<file path="src/rtl/timestamp_mc.sv">
// timestamp_mc: multi-channel edge timestamp unit.
//   A free-running nanosecond counter (step CLK_PERIOD_NS, presettable) is
//   used to time-tag edges on CH_NUM asynchronous trigger inputs. Each input
//   has its own edge selection. Tagged events pass through a per-channel
//   pending register and a fixed-priority arbiter into a FWFT FIFO with a
//   registered head, which feeds a ready/valid consumer.
// Ports:
//   clk, reset            single clock, synchronous active-high reset
//   iv_trig               asynchronous trigger inputs, one per channel
//   iv_edge_mode          2 bits per channel: 00 off, 01 rise, 10 fall, 11 both
//   i_cnt_set/iv_cnt_set_val   counter preset
//   i_timestamp_load/ov_timestamp_reg  register-side counter snapshot
//   ov_evt_ts/ov_evt_ch/o_evt_edge/o_evt_valid/i_evt_ready  event stream
//   ov_fifo_level         FIFO occupancy (including the head entry)
//   o_overflow/i_overflow_clr  sticky event-loss flag and its clear
module timestamp_mc #(
  parameter int unsigned CLK_PERIOD_NS = 25,
  parameter int unsigned LONG_REG_WD   = 64,
  parameter int unsigned CH_NUM        = 4,
  parameter int unsigned FIFO_DEPTH    = 8,
  parameter int unsigned SYNC_STAGES   = 2
) (
  input  logic                          clk,
  input  logic                          reset,
  input  logic [CH_NUM-1:0]             iv_trig,
  input  logic [2*CH_NUM-1:0]           iv_edge_mode,
  input  logic                          i_cnt_set,
  input  logic [LONG_REG_WD-1:0]        iv_cnt_set_val,
  input  logic                          i_timestamp_load,
  output logic [LONG_REG_WD-1:0]        ov_timestamp_reg,
  output logic [LONG_REG_WD-1:0]        ov_evt_ts,
  output logic [2:0]                    ov_evt_ch,
  output logic                          o_evt_edge,
  output logic                          o_evt_valid,
  input  logic                          i_evt_ready,
  output logic [$clog2(FIFO_DEPTH):0]   ov_fifo_level,
  output logic                          o_overflow,
  input  logic                          i_overflow_clr
);

  localparam int unsigned AW    = $clog2(FIFO_DEPTH);
  localparam int unsigned LW    = AW + 1;
  localparam int unsigned CHN   = SYNC_STAGES + 1;
  localparam int unsigned MW    = $clog2(CHN + 1);
  localparam int unsigned ENT_W = LONG_REG_WD + 4;  // {ts, ch[2:0], edge}

  logic [LONG_REG_WD-1:0]              cnt_q, cnt_d;
  logic [LONG_REG_WD-1:0]              ts_reg_q;
  logic [CH_NUM-1:0][CHN-1:0]          sync_q;
  logic [MW-1:0]                       mask_q;
  logic                                det_en_s;
  logic [CH_NUM-1:0]                   qual_s, rise_s, cap_s, drop_s, grant_s;
  logic [CH_NUM-1:0]                   pend_q, pend_edge_q;
  logic [CH_NUM-1:0][LONG_REG_WD-1:0]  pend_ts_q;
  logic                                grant_vld_s, found_s, fifo_full_s;
  logic [ENT_W-1:0]                    wr_ent_s;
  logic [FIFO_DEPTH-1:0][ENT_W-1:0]    mem_q;
  logic [AW-1:0]                       wr_ptr_q, wr_ptr_d, rd_ptr_q, rd_ptr_d;
  logic [ENT_W-1:0]                    head_q, head_d;
  logic                                head_vld_q, head_vld_d;
  logic [LW-1:0]                       level_q, level_d, body_cnt_s;
  logic                                pop_s, body_we_s;
  logic                                ovf_q, ovf_d;

  // Counter next value: preset wins over increment; increment wraps silently.
  always_comb begin
    if (i_cnt_set) begin
      cnt_d = iv_cnt_set_val;
    end else begin
      cnt_d = cnt_q + LONG_REG_WD'(CLK_PERIOD_NS);
    end
  end

  // Counter, snapshot, synchroniser chains and post-reset detection mask.
  always_ff @(posedge clk) begin
    if (reset) begin
      cnt_q    <= '0;
      ts_reg_q <= '0;
      sync_q   <= '0;
      mask_q   <= '0;
    end else begin
      cnt_q <= cnt_d;
      if (i_timestamp_load) begin
        ts_reg_q <= cnt_q;
      end
      for (int k = 0; k < CH_NUM; k++) begin
        sync_q[k] <= {sync_q[k][CHN-2:0], iv_trig[k]};
      end
      // Mask counts the first CHN cycles after reset so that a level already
      // high while the chains refill from 0 is not seen as a rising edge.
      if (mask_q != MW'(CHN)) begin
        mask_q <= mask_q + MW'(1);
      end
    end
  end

  assign det_en_s    = (mask_q == MW'(CHN));
  assign fifo_full_s = (level_q == LW'(FIFO_DEPTH));

  // Edge detection, capture/drop decision and lowest-index-first arbitration.
  always_comb begin
    grant_s  = '0;
    found_s  = 1'b0;
    wr_ent_s = '0;
    for (int k = 0; k < CH_NUM; k++) begin
      if (!found_s && pend_q[k] && !fifo_full_s) begin
        grant_s[k] = 1'b1;
        found_s    = 1'b1;
        wr_ent_s   = {pend_ts_q[k], 3'(k), pend_edge_q[k]};
      end else begin
        grant_s[k] = 1'b0;
      end
    end
    for (int k = 0; k < CH_NUM; k++) begin
      // Oldest synchroniser bit at CHN-1; {old,new} = 01 is rise, 10 is fall.
      rise_s[k] = ~sync_q[k][CHN-1] & sync_q[k][CHN-2];
      qual_s[k] = det_en_s &
                  ((rise_s[k] & iv_edge_mode[2*k]) |
                   ((sync_q[k][CHN-1] & ~sync_q[k][CHN-2]) & iv_edge_mode[2*k+1]));
      // A pending entry being granted this cycle frees the slot for a new one.
      cap_s[k]  = qual_s[k] & (~pend_q[k] | grant_s[k]);
      drop_s[k] = qual_s[k] & pend_q[k] & ~grant_s[k];
    end
  end

  assign grant_vld_s = |grant_s;

  // Per-channel pending registers: capture takes the pre-update counter value.
  always_ff @(posedge clk) begin
    if (reset) begin
      pend_q      <= '0;
      pend_edge_q <= '0;
      pend_ts_q   <= '0;
    end else begin
      for (int k = 0; k < CH_NUM; k++) begin
        if (cap_s[k]) begin
          pend_q[k]      <= 1'b1;
          pend_ts_q[k]   <= cnt_q;
          pend_edge_q[k] <= rise_s[k];
        end else if (grant_s[k]) begin
          pend_q[k] <= 1'b0;
        end
      end
    end
  end

  assign pop_s      = head_vld_q & i_evt_ready;
  assign body_cnt_s = level_q - LW'(head_vld_q);

  // FIFO control: the head register is refilled from the body, or directly
  // from the write port when the body is empty (fall-through).
  always_comb begin
    head_d     = head_q;
    head_vld_d = head_vld_q;
    rd_ptr_d   = rd_ptr_q;
    body_we_s  = 1'b0;
    if (!head_vld_q || pop_s) begin
      if (body_cnt_s != LW'(0)) begin
        head_d     = mem_q[rd_ptr_q];
        head_vld_d = 1'b1;
        rd_ptr_d   = rd_ptr_q + AW'(1);
        body_we_s  = grant_vld_s;
      end else if (grant_vld_s) begin
        head_d     = wr_ent_s;
        head_vld_d = 1'b1;
      end else begin
        head_vld_d = 1'b0;
      end
    end else begin
      body_we_s = grant_vld_s;
    end
    if (body_we_s) begin
      wr_ptr_d = wr_ptr_q + AW'(1);
    end else begin
      wr_ptr_d = wr_ptr_q;
    end
    case ({grant_vld_s, pop_s})
      2'b10:   level_d = level_q + LW'(1);
      2'b01:   level_d = level_q - LW'(1);
      default: level_d = level_q;
    endcase
    // A new loss in the same cycle wins over the clear request.
    if (|drop_s) begin
      ovf_d = 1'b1;
    end else if (i_overflow_clr) begin
      ovf_d = 1'b0;
    end else begin
      ovf_d = ovf_q;
    end
  end

  // FIFO state, head register and overflow flag.
  always_ff @(posedge clk) begin
    if (reset) begin
      head_q     <= '0;
      head_vld_q <= 1'b0;
      wr_ptr_q   <= '0;
      rd_ptr_q   <= '0;
      level_q    <= '0;
      ovf_q      <= 1'b0;
    end else begin
      head_q     <= head_d;
      head_vld_q <= head_vld_d;
      wr_ptr_q   <= wr_ptr_d;
      rd_ptr_q   <= rd_ptr_d;
      level_q    <= level_d;
      ovf_q      <= ovf_d;
    end
  end

  // FIFO body storage; contents are don't-care while unoccupied.
  always_ff @(posedge clk) begin
    if (body_we_s) begin
      mem_q[wr_ptr_q] <= wr_ent_s;
    end
  end

  assign ov_timestamp_reg = ts_reg_q;
  assign ov_evt_ts        = head_q[ENT_W-1:4];
  assign ov_evt_ch        = head_q[3:1];
  assign o_evt_edge       = head_q[0];
  assign o_evt_valid      = head_vld_q;
  assign ov_fifo_level    = level_q;
  assign o_overflow       = ovf_q;

endmodule

</file>
<file path="config.mk">
export PLATFORM = sky130hd
export DESIGN_NAME = timestamp_mc
export DESIGN_NICKNAME = d
export VERILOG_FILES = /design/src/rtl/timestamp_mc.sv
export SDC_FILE = /design/constraint.sdc
export NUM_CORES = 2
export LEC_CHECK = 0
export ABC_AREA = 1
export ABC_CLOCK_PERIOD_IN_PS = 10010
export BUFFER_PORTS_ARGS = -buffer_cell sky130_fd_sc_hd__buf_2
export CORE_MARGIN = 10
export CORE_UTILIZATION = 61
export CTS_CLUSTER_DIAMETER = 200
export CTS_CLUSTER_SIZE = 10
export DETAILED_ROUTE_END_ITERATION = 8
export PLACE_DENSITY = 0.79
export REMOVE_ABC_BUFFERS = 1
export SLEW_MARGIN = 20
export SYNTH_ARGS = -nofsm -noshare
export SYNTH_HDL_FRONTEND = slang
export SYNTH_SLANG_ARGS = --single-unit
</file>
<file path="constraint.sdc">
create_clock -name clk -period 10.01 [get_ports clk]
set_input_delay 2.002 -clock clk [delete_from_list [all_inputs] [get_ports clk]]
set_output_delay 2.002 -clock clk [all_outputs]
set_load 0.02 [all_outputs]
</file>
==> impl_metrics.ini <==
[layout]
reg.largest.list = mem_q x536, pend_ts_q x256, head_q x67
antenna_cells = 0
top_register = mem_q
seq_area_mm2 = 0.0258
largest_reg_flops = 536
final_util = 0.681
multi_input_area_mm2 = 0.0146
area_growth_pct = 10.3
fill_cells = 5405
design_area_mm2 = 0.0480
nets = 5162
layout-drive-gt1-share = 0.0828

[logic_synthesis]
synth_ff_type = edfxtp_1
yosysSeqAreaShare = 0.593
syn_area_per_cell_um2 = 8.66
post_synth_num_cell_types = 39
syn_area_mm2 = 0.0435
synthCells = 5023
synth_edf_count = 536
synth-seq-cells = 1021
synth_async_sr_flop_share = 0
ys.warnings.count = 0

[timing]
grt_setup_unrepaired = false
finalClockSkew_ns = 0.0285
fin_crit_sh = 0.457
fin_hold_ws_ns = 0.405
worstMarginPinSlew_ns = 1.24
max-slew-margin-rel = 0.173
max_clock_freq_mhz = 219
fin_crit_ns = 4.57
setup-tns-final_ns = 0
finalMaxSlewViolations = 0
finalHoldViolCount = 0
setup_viol = 0

[global_route]
antenna_found_initial = 3
grt_pass1_vias = 34100
overflow = 0
track_usage = 0.311
grt_max_degree = 242
grt_pass1_wl_mm = 199

[critical_path]
cp_num_buf_inv = 4
crit_type = flip-flop to flip-flop
r2r-start = pend_q[1]
worstPathRequired_ns = 10.60
critical_path.cell_chain = inv_1 -> nor2_4 -> buf_4 -> nand2_1 -> nand2_1 -> nand2_1 -> clkinv_2 -> buf_4 -> o21ai_0 -> a21oi_1
crit_arrival_ns = 5.17
r2r_cells = 10
rr_endpoint = pend_ts_q[67]
cpMostUsedCell = nand2_1
max_stage_delay_ns = 0.90
path_max_fanout = 66
startpoint_type = flip-flop
r2r_slack_ns = 5.44
critPathCaptureType = flip-flop
slowest_stage = buf_4
critPathTopFamily = buffers and inverters

[place]
place_congestion = 0.956
hpwl_mm = 78.6
dpl-instance-area_mm2 = 0.0447
port_buffers = 218

[cts]
cts_htree_levels = 3
clockRootBuffer = clkbuf_16
cts_setup_buffers = 0
clkTransAtPathRegs_ns = 0.06
cts_tree = built
cts_sinks = 1021
cts_resized = 0
clockBufferDepth = 3
cts_hold_buf = 0
cts_buffers = 112
clk_latency_ns = 0.69

[die]
start_util = 0.618
core_area_mm2 = 0.0704
die_height_um = 287
io_pins = 220
die_area_mm2 = 0.0824
rows = 97
die_x_um = 287

[power]
p_leak_nw = 19.0
ir_drop_uv = 269
power.density_mw_per_mm2 = 233

[route]
detail-route-antenna-nets = 0
initialDrtViolationCount = 5287
vias_per_cell = 5.98
routed_wirelength_mm = 133
drc = 0
num_vias = 36500
dr.pass1.iters = 6
wl_per_cell_um = 21.8

[min_path]
min_to = sync_q[4]
min_path_type = flip-flop to flip-flop
hp-start = sync_q[3]
hold_depth = 2

[outcome]
status = finished, final reports clean

[run]
cap_viol_max_count = 0
worst max path at each step:
| stage | startpoint | endpoint | depth (start not counted) |
|---|---|---|---|
| floorplan | rd_ptr_q[0] | head_q[1] | 7 |
| global placement | i_evt_ready | mem_q[293] | 7 |
| detailed placement | i_evt_ready | mem_q[293] | 7 |
| CTS | i_evt_ready | mem_q[296] | 7 |
| global route | pend_q[1] | pend_ts_q[67] | 10 |
| finish | pend_q[1] | pend_ts_q[67] | 10 |
per-layer routing:
metal / global-route usage / vias up / wire [um]
li1: - / 16800 / -
met5: 0 / - / 13
met3: 0.0859 / 387 / 18300
met1: 0.406 / 17000 / 49100
met2: 0.479 / 2366 / 59200
met4: 0.145 / 2 / 6240
per-stage QoR:
step / cells / total power, W / setup WS (ns)
floorplan: 4700 / 0.00653 / 0.254
global placement: 5897 / 0.00740 / 4.72
detailed placement: 5897 / 0.00746 / 4.65
CTS: 6094 / 0.0111 / 5.36
global route: 6095 / 0.0116 / 5.39
finish: 6095 / 0.0112 / 5.44
where the power goes:
part,leakage (nW),switching [W],total [W],internal [W]
Sequential,8.81,0.000232,0.00478,0.00455
Clock,1.54,0.00162,0.00373,0.00211
Combinational,8.62,0.00191,0.00269,0.000771
worst min-delay path: stages, from the launching register on:
cell and delay, ns:
dfxtp_1 0.29, inv_1 0.04, nor2_1 0.03
logic make-up after synthesis:
kind of cell             after synthesis  synth area share
flip-flops                          1021             0.593
AND/OR/NAND/NOR                     2081             0.197
AO/OA/AOI/OAI                       1104             0.128
XOR/XNOR                              30           0.00604
adder cells (fa/ha/maj)                8           0.00230
buffers and inverters                778            0.0737
other                                  1         0.0000862
synthesized netlist by cell type (all sizes together), types with 6 or more instances:
cell type / count / share of area
nor2: 960 / 0.084
o21ai: 706 / 0.081
nand2: 629 / 0.055
edfxtp: 536 / 0.37
dfxtp: 485 / 0.22
inv: 453 / 0.039
nand3: 436 / 0.051
a21oi: 394 / 0.045
buf: 173 / 0.021
clkbuf: 150 / 0.013
nand4: 27 / 0.0039
xor2: 25 / 0.0050
nor3: 18 / 0.0025
ha: 8 / 0.0023
and2: 6 / 0.00086
placed cells by master, fill, tap and decap left out, types with 25 or more instances in the layout:
| master | count |
|---|---|
| nor2_1 | 951 |
| o21ai_0 | 629 |
| nand2_1 | 622 |
| edfxtp_1 | 536 |
| dfxtp_1 | 482 |
| inv_1 | 443 |
| nand3_1 | 432 |
| a21oi_1 | 393 |
| buf_2 | 216 |
| clkbuf_16 | 114 |
| o21ai_1 | 77 |
| clkbuf_1 | 77 |
| buf_4 | 37 |
| nand4_1 | 27 |
| xor2_1 | 25 |
cell type report:
cell class              count  share of cell area
clock inverters             6             0.00180
inverters                 455              0.0359
repair buffers            258              0.0302
clock buffers             191              0.0655
flip-flops and latches   1021               0.538
multi-input cells        3224               0.304
well taps                 940              0.0245
(Power assumes the default switching activity.)
